`config.mk`:
```
export PLATFORM = sky130hd
export DESIGN_NAME = dram_arbiter
export DESIGN_NICKNAME = d
export VERILOG_FILES = /design/src/rtl/dram_arbiter.sv
export SDC_FILE = /design/constraint.sdc
export NUM_CORES = 1
export LEC_CHECK = 0
export CORE_MARGIN = 2
export CORE_UTILIZATION = 42
export DETAILED_ROUTE_END_ITERATION = 8
export GPL_TIMING_DRIVEN = 0
export HOLD_SLACK_MARGIN = 0.05
export PLACE_DENSITY = 0.83
export SKIP_LAST_GASP = 1
export SLEW_MARGIN = 15
export SYNTH_ARGS = -nofsm -noshare
export SYNTH_HDL_FRONTEND = slang
export SYNTH_SLANG_ARGS = --single-unit
```
`constraint.sdc`:
```
create_clock -name clk -period 2.3 [get_ports clk]
set_input_delay 0.23 -clock clk [delete_from_list [all_inputs] [get_ports clk]]
set_output_delay 0.23 -clock clk [all_outputs]
set_load 0.02 [all_outputs]
```
`src/rtl/dram_arbiter.sv`:
```
// rtl/dram_arbiter.sv - two-master round-robin arbiter and sequencer for the shared synchronous data RAM
//
// Purpose:
//   Serialises accesses from the CPU load/store port (M0) and a loader/DMA
//   engine (M1) onto one synchronous RAM. Each access runs
//   IDLE -> ACCESS -> [WAIT x RD_LAT] -> DONE. Round-robin on ties.
//
// Optional feature macro: DRAM_ARB_LOCK_EN
//   Adds m1_lock_i. M1 may then hold the RAM for up to MAX_LOCK consecutive
//   beats before M0 wins a tie again.
//
// Ports:
//   clk, rst                 clock (rising edge), asynchronous active-low reset
//   m0_cs_i/rw_i/addr_i/wdata_i   CPU request (level, held while stalled)
//   m0_rdata_o, m0_stall_o        CPU load data (valid in DONE), pipeline freeze
//   m1_req_i/rw_i/addr_i/wdata_i  M1 request (held until ack)
//   m1_lock_i                     M1 lock request (DRAM_ARB_LOCK_EN only)
//   m1_ack_o, m1_rdata_o          M1 completion pulse and read data
//   ram_cs_o/we_o/addr_o/wdata_o  RAM command (one cs cycle per access)
//   ram_rdata_i                   RAM read data, RD_LAT cycles after cs

module dram_arbiter #(
    parameter int ADDR_W   = 14,
    parameter int RD_LAT   = 1,
    parameter int MAX_LOCK = 4
) (
    input  logic              clk,
    input  logic              rst,
    input  logic              m0_cs_i,
    input  logic              m0_rw_i,
    input  logic [31:0]       m0_addr_i,
    input  logic [31:0]       m0_wdata_i,
    output logic [31:0]       m0_rdata_o,
    output logic              m0_stall_o,
    input  logic              m1_req_i,
    input  logic              m1_rw_i,
    input  logic [31:0]       m1_addr_i,
    input  logic [31:0]       m1_wdata_i,
`ifdef DRAM_ARB_LOCK_EN
    input  logic              m1_lock_i,
`endif
    output logic              m1_ack_o,
    output logic [31:0]       m1_rdata_o,
    output logic              ram_cs_o,
    output logic              ram_we_o,
    output logic [ADDR_W-1:0] ram_addr_o,
    output logic [31:0]       ram_wdata_o,
    input  logic [31:0]       ram_rdata_i
);

    typedef enum logic [1:0] {
        IDLE   = 2'd0,
        ACCESS = 2'd1,
        WAIT   = 2'd2,
        DONE   = 2'd3
    } state_t;

    // WAIT runs RD_LAT cycles; the counter is loaded with RD_LAT-1 (0..3).
    localparam logic [1:0] CNT_INIT = 2'(RD_LAT - 1);

    state_t              state_q;
    logic                owner_q;       // 0 = M0, 1 = M1
    logic                rw_q;          // 1 = read
    logic [ADDR_W-1:0]   addr_q;
    logic [31:0]         wdata_q;
    logic [1:0]          cnt_q;
    logic                last_grant_q;
    logic                ram_cs_q;
    logic                ram_we_q;
    logic                m1_ack_q;
    logic [31:0]         m0_rdata_q;
    logic [31:0]         m1_rdata_q;

    logic                any_req;
    logic                grant_m1_d;

    assign any_req = m0_cs_i || m1_req_i;

`ifdef DRAM_ARB_LOCK_EN
    localparam int BW = $clog2(MAX_LOCK + 1);

    logic [BW-1:0] beats_q;
    logic          lock_win;

    // A locked M1 keeps the RAM after its own grant until MAX_LOCK beats.
    assign lock_win   = last_grant_q && m1_req_i && m1_lock_i
                        && (beats_q < BW'(MAX_LOCK));
    assign grant_m1_d = lock_win || (m1_req_i && (!m0_cs_i || !last_grant_q));

    always_ff @(posedge clk or negedge rst) begin
        if (!rst) begin
            beats_q <= '0;
        end else if (state_q == IDLE && any_req) begin
            if (grant_m1_d && m1_lock_i) begin
                // Saturate so a lone locked M1 cannot wrap the counter.
                if (beats_q != BW'(MAX_LOCK)) begin
                    beats_q <= beats_q + 1'b1;
                end
            end else begin
                beats_q <= '0;
            end
        end
    end
`else
    localparam int unused_max_lock = MAX_LOCK;

    // Tie goes to the master that did not win last time.
    assign grant_m1_d = m1_req_i && (!m0_cs_i || !last_grant_q);
`endif

    always_ff @(posedge clk or negedge rst) begin
        if (!rst) begin
            state_q      <= IDLE;
            owner_q      <= 1'b0;
            rw_q         <= 1'b0;
            addr_q       <= '0;
            wdata_q      <= '0;
            cnt_q        <= '0;
            last_grant_q <= 1'b1;
            ram_cs_q     <= 1'b0;
            ram_we_q     <= 1'b0;
            m1_ack_q     <= 1'b0;
            m0_rdata_q   <= '0;
            m1_rdata_q   <= '0;
        end else begin
            // cs/we/ack are single-cycle pulses, asserted only where set below.
            ram_cs_q <= 1'b0;
            ram_we_q <= 1'b0;
            m1_ack_q <= 1'b0;
            case (state_q)
                IDLE: begin
                    if (any_req) begin
                        owner_q  <= grant_m1_d;
                        rw_q     <= grant_m1_d ? m1_rw_i : m0_rw_i;
                        addr_q   <= grant_m1_d ? m1_addr_i[ADDR_W+1:2]
                                               : m0_addr_i[ADDR_W+1:2];
                        wdata_q  <= grant_m1_d ? m1_wdata_i : m0_wdata_i;
                        ram_cs_q <= 1'b1;
                        ram_we_q <= grant_m1_d ? !m1_rw_i : !m0_rw_i;
                        state_q  <= ACCESS;
                    end
                end
                ACCESS: begin
                    if (rw_q) begin
                        cnt_q   <= CNT_INIT;
                        state_q <= WAIT;
                    end else begin
                        m1_ack_q <= owner_q;
                        state_q  <= DONE;
                    end
                end
                WAIT: begin
                    if (cnt_q == 2'd0) begin
                        if (owner_q) begin
                            m1_rdata_q <= ram_rdata_i;
                        end else begin
                            m0_rdata_q <= ram_rdata_i;
                        end
                        m1_ack_q <= owner_q;
                        state_q  <= DONE;
                    end else begin
                        cnt_q <= cnt_q - 2'd1;
                    end
                end
                DONE: begin
                    last_grant_q <= owner_q;
                    state_q      <= IDLE;
                end
                default: state_q <= IDLE;
            endcase
        end
    end

    assign m0_stall_o  = m0_cs_i && !(state_q == DONE && !owner_q);
    assign m0_rdata_o  = m0_rdata_q;
    assign m1_rdata_o  = m1_rdata_q;
    assign m1_ack_o    = m1_ack_q;
    assign ram_cs_o    = ram_cs_q;
    assign ram_we_o    = ram_we_q;
    assign ram_addr_o  = addr_q;
    assign ram_wdata_o = wdata_q;

    // Byte-lane and out-of-range address bits are intentionally ignored.
    logic unused_addr_bits;
    assign unused_addr_bits = ^{m0_addr_i[1:0], m0_addr_i[31:ADDR_W+2],
                                m1_addr_i[1:0], m1_addr_i[31:ADDR_W+2]};

endmodule

```
# Word-level counts from Yosys, hierarchy flattened

Cells that the tools add are included.

Reduce and logical (&&, ||, !) cells: 19
Add/sub/neg operators: 1
Div/mod/pow operators: 0
Multipliers: 0
Bitwise gates (word level): 1
Shifts and indexed selects: 0
Magnitude comparators: 0
Muxes and demuxes: 18
Equality and inequality tests: 7

Operators with widths:

| cell                  | count |
|---|---|
| $mux W32              | 1 |
| $mux W14              | 1 |
| $mux W1               | 9 |
| $reduce_and A3 Y1     | 3 |
| $mux W2               | 4 |
| $ne A2 B2 Y1 const B  | 4 |
| $pmux W2 S4           | 1 |
| $logic_not A1 Y1      | 6 |
| $eq A2 B2 Y1 const B  | 2 |
| $logic_not A2 Y1      | 2 |
| $pmux W2 S2           | 1 |
| $reduce_and A2 Y1     | 2 |
| $logic_and A1 B1 Y1   | 3 |
| $eq A2 B1 Y1 const B  | 1 |
| $logic_or A1 B1 Y1    | 2 |
| $pmux W1 S2           | 1 |
| $reduce_bool A2 Y1    | 1 |
| $sub A2 B1 Y2 const B | 1 |
| $not A1 Y1            | 1 |

Input bits: 166
RAM bits: 0
Register bits: 120
Logic and storage cells: 58
Bits in read-only memories: 0
Memories kept: 0
Bits in latches: 0
Output and inout port bits: 114

# Longest topological paths before layout

Gate-level depths: netlist (run 1).

Depth after elaboration: 6
Mapped depth: 7
Depth with buffers taken out: 6

# Least setup slack after synthesis (run 1)

Ideal clock, no wire load.

Path type: register -> register
Start: register state_q[0]
End: register m1_rdata_q[10] (netlist: m1_rdata_o[10])
Data arrival time: 1471 ps
Cell stages (with the launch flop): 7
Setup slack: 704 ps
Buffers on the path: 2
Clock period less this slack: 1596 ps
Library setup time: 125 ps
Required time: 2175 ps
Cell sequence: dfrtp_1 > inv_1 > ha_1 > buf_2 > nand3_1 > buf_2 > mux2_2

Word-level cells in the longest chain between the ends: 2

Ends and longest elaborated chain:

| what                        | RTL line | text |
|---|---|---|
| start, declared             | 61       | `state_t state_q;` |
| start signal, assigned      | 113      | `state_q <= IDLE;` |
| start signal, assigned      | 140      | `state_q <= ACCESS;` |
| start signal, assigned      | 146      | `state_q <= WAIT;` |
| $eq A2 B2 Y1                | 130      | `case (state_q)` |
| $reduce_and A3 Y1 (no line) | n/a      |  |
| end signal, assigned        | 155      | `m1_rdata_q <= ram_rdata_i;` |
| end, declared               | 72       | `logic [31:0] m1_rdata_q;` |

Every way passes these cells.
A chain may end at the register's enable or synchronous reset.

# Final worst setup path (run 1)

Start: register state_q[0]
End: output m0_stall_o

Word-level cells in the longest chain between the ends: 4

Ends and longest elaborated chain:

| what                | RTL line | text |
|---|---|---|
| $eq A2 B2 Y1        | 174      | `assign m0_stall_o = m0_cs_i && !(state_q == DONE && !owner_q);` |
| $logic_and A1 B1 Y1 | 174      |  |
| $logic_not A1 Y1    | 174      |  |
| $logic_and A1 B1 Y1 | 174      |  |
| end, declared       | 34       | `output logic m0_stall_o,` |

Every way passes these cells.

==> metrics.txt, run 1 <==
# TYPE chip_impl_metric gauge
chip_impl_metric{name="clock_power_share",unit="%"} 20.0
chip_impl_metric{name="leakage",unit="nW"} 3.47
chip_impl_metric{name="critical-path-max-stage-delay",unit="ns"} 0.64
chip_impl_metric{name="postSynthAreaPerCell",unit="um^2"} 11.2
chip_impl_info{name="critical-path-slowest-cell",value="sky130_fd_sc_hd__clkdlybuf4s50_1"} 1
chip_impl_metric{name="post_synth_num_cell_types",unit=""} 28
chip_impl_metric{name="yosys.area_share.xor_xnor",unit="%"} 0
chip_impl_metric{name="pwr_density_cell",unit="mW/mm^2"} 1520
chip_impl_metric{name="fp.dieArea",unit="mm^2"} 0.0127
chip_impl_metric{name="finalInstanceArea",unit="mm^2"} 0.00818
chip_impl_metric{name="synth_top_area_share",unit="%"} 60.0
chip_impl_metric{name="drv_cap",unit=""} 0
chip_impl_metric{name="util_after_layout",unit="%"} 71.3
chip_impl_metric{name="dpl-instance-area",unit="mm^2"} 0.00760
chip_impl_metric{name="insertedDiodeCount",unit=""} 0
chip_impl_metric{name="place.detailed.hpwl",unit="um"} 11500
chip_impl_metric{name="vias_per_cell",unit=""} 5.18
chip_impl_metric{name="floorplan.die.height",unit="um"} 113
chip_impl_metric{name="cts_resized",unit=""} 0
chip_impl_metric{name="finalSetupViolations",unit=""} 0
chip_impl_metric{name="regToRegSetupSlack",unit="ns"} 0.44
chip_impl_metric{name="seq_area_frac_synth",unit="%"} 60.6
chip_impl_metric{name="yosys.area_share.simple",unit="%"} 8.70
chip_impl_metric{name="i_o_pin_total",unit=""} 280
chip_impl_metric{name="p_switching",unit="mW"} 4.66
chip_impl_metric{name="final.setup.worst_slack",unit="ns"} 0.177
chip_impl_metric{name="worst-path-max-fanout",unit=""} 4
chip_impl_metric{name="ys_async_sr_fraction",unit="%"} 100
chip_impl_metric{name="finalCriticalPeriod",unit="ns"} 2.12
chip_impl_metric{name="dr.pass1.iters",unit=""} 4
chip_impl_info{name="cell_with_the_most_instances_after_synthesis",value="sky130_fd_sc_hd__dfrtp_1"} 1
chip_impl_metric{name="seq_area",unit="mm^2"} 0.00300
chip_impl_metric{name="rr_worst_depth",unit=""} 6
chip_impl_metric{name="complex_gate_fraction_of_the_synthesized_area",unit="%"} 11.1
chip_impl_metric{name="synth_edf_count",unit=""} 0
chip_impl_metric{name="clock_path_buffers",unit=""} 2
chip_impl_metric{name="cts_htree_levels",unit=""} 4
chip_impl_metric{name="vdd_drop_max",unit="mV"} 1.16
chip_impl_info{name="hp-class",value="input pin to asynchronous set/reset pin"} 1
chip_impl_info{name="synthTopCellsByArea",value="sky130_fd_sc_hd__dfrtp_1 60%, sky130_fd_sc_hd__mux2_2 15%, sky130_fd_sc_hd__a21oi_1 9.5%, sky130_fd_sc_hd__nor2_1 3.9%, sky130_fd_sc_hd__nand2_1 3.9%"} 1
chip_impl_metric{name="floorplan.core_area",unit="mm^2"} 0.0115
chip_impl_metric{name="hold_slack",unit="ns"} 0.327
chip_impl_metric{name="grtUsageTotal",unit="%"} 24.7
chip_impl_metric{name="clk_latency",unit="ns"} 0.41
chip_impl_metric{name="remaining_drc_errors",unit=""} 0
chip_impl_metric{name="die_w",unit="um"} 113
chip_impl_info{name="synth_top_cells_by_count",value="119 x sky130_fd_sc_hd__dfrtp_1, 94 x sky130_fd_sc_hd__a21oi_1, 66 x sky130_fd_sc_hd__mux2_2, 52 x sky130_fd_sc_hd__nor2_1, 51 x sky130_fd_sc_hd__nand2_1"} 1
chip_impl_metric{name="initial_core_util",unit="%"} 43.3
chip_impl_metric{name="yosys-mux-area-fraction",unit="%"} 15.2
chip_impl_metric{name="combinationalPowerShare",unit="%"} 49.2
chip_impl_metric{name="synth_nets",unit=""} 612
chip_impl_metric{name="antenna_found_initial",unit=""} 0
chip_impl_metric{name="multi_input_area",unit="mm^2"} 0.00180
chip_impl_metric{name="cts.clk_slew.worst_paths",unit="ns"} 0.05
chip_impl_info{name="top_cell_family_by_delay_on_the_critical_path",value="buffers and inverters"} 1
chip_impl_metric{name="syn_area",unit="mm^2"} 0.00496
chip_impl_info{name="critical_path_type",value="flop to output port"} 1
chip_impl_metric{name="layout-drive-gt1-share",unit="%"} 17.3
chip_impl_metric{name="number_of_slew_limit_violations_in_the_final_report",unit=""} 0
chip_impl_metric{name="drt_first_iter_violations",unit=""} 153
chip_impl_metric{name="detailedPlace.worstSlack",unit="ns"} 0.394
chip_impl_metric{name="worst-path-buf-inv",unit=""} 1
chip_impl_metric{name="critical_path_arrival",unit="ns"} 1.89
chip_impl_info{name="outcome",value="completed"} 1
chip_impl_info{name="rsz_0062_raised_after_global_routing",value="no"} 1
chip_impl_info{name="synth_top_cell_by_area",value="sky130_fd_sc_hd__dfrtp_1"} 1
chip_impl_info{name="main_combinational_cell_family_by_area_after_synthesis",value="multiplexers"} 1
chip_impl_metric{name="detailroute.via_count",unit=""} 4458
chip_impl_metric{name="timing.critical_path.required",unit="ns"} 2.07
chip_impl_metric{name="mean_routed_wirelength_per_cell",unit="um"} 17.6
chip_impl_metric{name="finalHoldViolations",unit=""} 0
chip_impl_info{name="chain_of_cells_forming_the_critical_path",value="ha_1 -> a21boi_0 -> clkdlybuf4s50_1"} 1
chip_impl_metric{name="wirelength",unit="um"} 15200
chip_impl_metric{name="grt_max_degree",unit=""} 72
chip_impl_metric{name="port_buffers",unit=""} 243
chip_impl_metric{name="worst_clock_skew",unit="ns"} 0.00783
chip_impl_metric{name="grt_total_ovfl",unit=""} 0
chip_impl_metric{name="design_power_total",unit="mW"} 12.4
chip_impl_metric{name="ys_seq_elements",unit=""} 120
chip_impl_metric{name="first_global_vias",unit=""} 4751
chip_impl_metric{name="floorplan.rows",unit=""} 39
chip_impl_metric{name="synth_fa_ha_area_share",unit="%"} 1.26
chip_impl_metric{name="seq_power_share",unit="%"} 30.8
chip_impl_metric{name="routabilityCongestion",unit=""} 0.860
chip_impl_metric{name="grt_pass1_wl",unit="um"} 24200
chip_impl_metric{name="max_slew.worst_pin.slew",unit="ns"} 0.527
chip_impl_metric{name="clkSinkCount",unit=""} 120
chip_impl_metric{name="num-fill-cells",unit=""} 792
chip_impl_metric{name="achievable-frequency",unit="GHz"} 0.471
chip_impl_metric{name="synthToLayoutAreaGrowth",unit="%"} 64.9
chip_impl_info{name="timing.critical_path.to_type",value="output port"} 1
chip_impl_metric{name="cts_setup_buffers",unit=""} 0
chip_impl_metric{name="nets",unit=""} 876
chip_impl_info{name="ys.flop_type",value="sky130_fd_sc_hd__dfrtp_1"} 1
chip_impl_metric{name="yosysWarnings",unit=""} 0
chip_impl_metric{name="netSwitchingFraction",unit="%"} 37.6
chip_impl_metric{name="worstSetupPathDepth",unit=""} 3
chip_impl_metric{name="maxSlewHeadroom",unit="%"} 64.8
chip_impl_metric{name="numCtsBuffers",unit=""} 17
chip_impl_metric{name="postSynthCellCount",unit=""} 441
chip_impl_info{name="timing.critical_path.from_type",value="flop"} 1
chip_impl_metric{name="postRouteAntennaNets",unit=""} 0
chip_impl_info{name="ctsRootBufferMaster",value="sky130_fd_sc_hd__clkbuf_16"} 1
chip_impl_metric{name="power_report.internal_total",unit="mW"} 7.75
chip_impl_info{name="clock_tree_from_tritoncts",value="yes"} 1
chip_impl_metric{name="timing.final.crit_share",unit="%"} 92.3
-- per-layer routing --
layer	GRT usage, %	part of all wire, %	vias to the layer above
met5	0	0	-
met3	9.50	9.6	39
met2	41.6	50	236
met1	27.2	37	2144
li1	-	-	2039
met4	12.4	3.3	0
-- cell usage in the layout, fill, tap and decap left out, types with 2 or more instances in the layout --
cell and n:
sky130_fd_sc_hd__a21oi_1 94, sky130_fd_sc_hd__buf_2 18, sky130_fd_sc_hd__buf_4 3, sky130_fd_sc_hd__clkbuf_1 6, sky130_fd_sc_hd__clkbuf_16 17, sky130_fd_sc_hd__clkdlybuf4s50_1 242, sky130_fd_sc_hd__clkinv_2 4, sky130_fd_sc_hd__clkinv_4 7
sky130_fd_sc_hd__dfrtp_1 119, sky130_fd_sc_hd__ha_1 5, sky130_fd_sc_hd__inv_1 5, sky130_fd_sc_hd__mux2_2 66, sky130_fd_sc_hd__nand2_1 51, sky130_fd_sc_hd__nand3_1 3, sky130_fd_sc_hd__nor2_1 52, sky130_fd_sc_hd__nor2b_1 2
sky130_fd_sc_hd__o21ai_0 2
-- power groups by stage --
stage               clock network [mW]  logic, mW  registers [mW]
finish                            2.48       6.11            3.82
global route                      2.63       6.50            3.95
CTS                               2.54       6.16            3.82
detailed placement                   0       6.12            3.83
global placement                     0       5.96            3.76
floorplan                            0       1.98            4.98
-- path summary, 6_finish.rpt --
| path | startpoint | end |
|---|---|---|
| min | rst | m0_rdata_o[1]$_DFFE_PN0P_ |
| max in group asynchronous | rst | ram_addr_o[6]$_DFFE_PN0P_ |
| min reg2reg | m0_rdata_o[8]$_DFFE_PN0P_ | m0_rdata_o[8]$_DFFE_PN0P_ |
| max | state_q[0]$_DFFE_PN0P_ | m0_stall_o |
| min in group clk | m0_wdata_i[27] | ram_wdata_o[27]$_DFFE_PN0P_ |
| max reg2reg | state_q[0]$_DFFE_PN0P_ | m0_rdata_o[23]$_DFFE_PN0P_ |
-- cell type report --
cell class	instances	share of cell area [%]
clock inverters	14	1.56
multi-input cells	288	22.0
flip-flops and latches	120	36.7
inverters	6	0.275
repair buffers	245	30.2
clock buffers	18	5.37
well taps	143	2.19
plain buffers	27	1.65
-- metrics by stage --
stage | instances | TNS, ns
after global placement | 827 | -420.81
after global routing | 861 | 0
after floorplan | 441 | 0
after CTS | 861 | 0
final | 861 | 0
after detailed placement | 828 | 0
-- logic make-up after synthesis --
logic type,Yosys count
DFF,120
buffers and inverters,33
adders and majority gates,5
muxes,67
AOI/OAI and AO/OA,105
and+or+nand+nor,111
-- repair_timing --
item                       4_1_cts  5_1_grt
hold endpoints to repair        48        0
setup endpoints to repair        0        0
hold buffers                     1        0
-- worst register-to-register path, stage by stage, from the launching register on --
cell and delay, ns:
sky130_fd_sc_hd__dfrtp_1 0.40, sky130_fd_sc_hd__inv_1 0.10, sky130_fd_sc_hd__ha_1 0.19, sky130_fd_sc_hd__buf_2 0.16, sky130_fd_sc_hd__nand3_1 0.20, sky130_fd_sc_hd__buf_2 0.31, sky130_fd_sc_hd__mux2_2 0.38
-- registers in the layout, indices dropped and copies added, names as in the netlist --
name	count
ram_wdata_o	32
ram_we_o	1
m1_rdata_o	32
rw_q	1
m1_ack_o	1
owner_q	1
m0_rdata_o	32
last_grant_q	1
ram_cs_o	1
state_q	2
cnt_q	2
ram_addr_o	14
No activity file was read; power rests on OpenSTA's default activity.
==> inputs of run 2 (changes only) <==
Settings changed: SLEW_MARGIN 15 to unset.
==> results of run 2 <==
Final layout, timing and power as in run 1 (identical DEF).
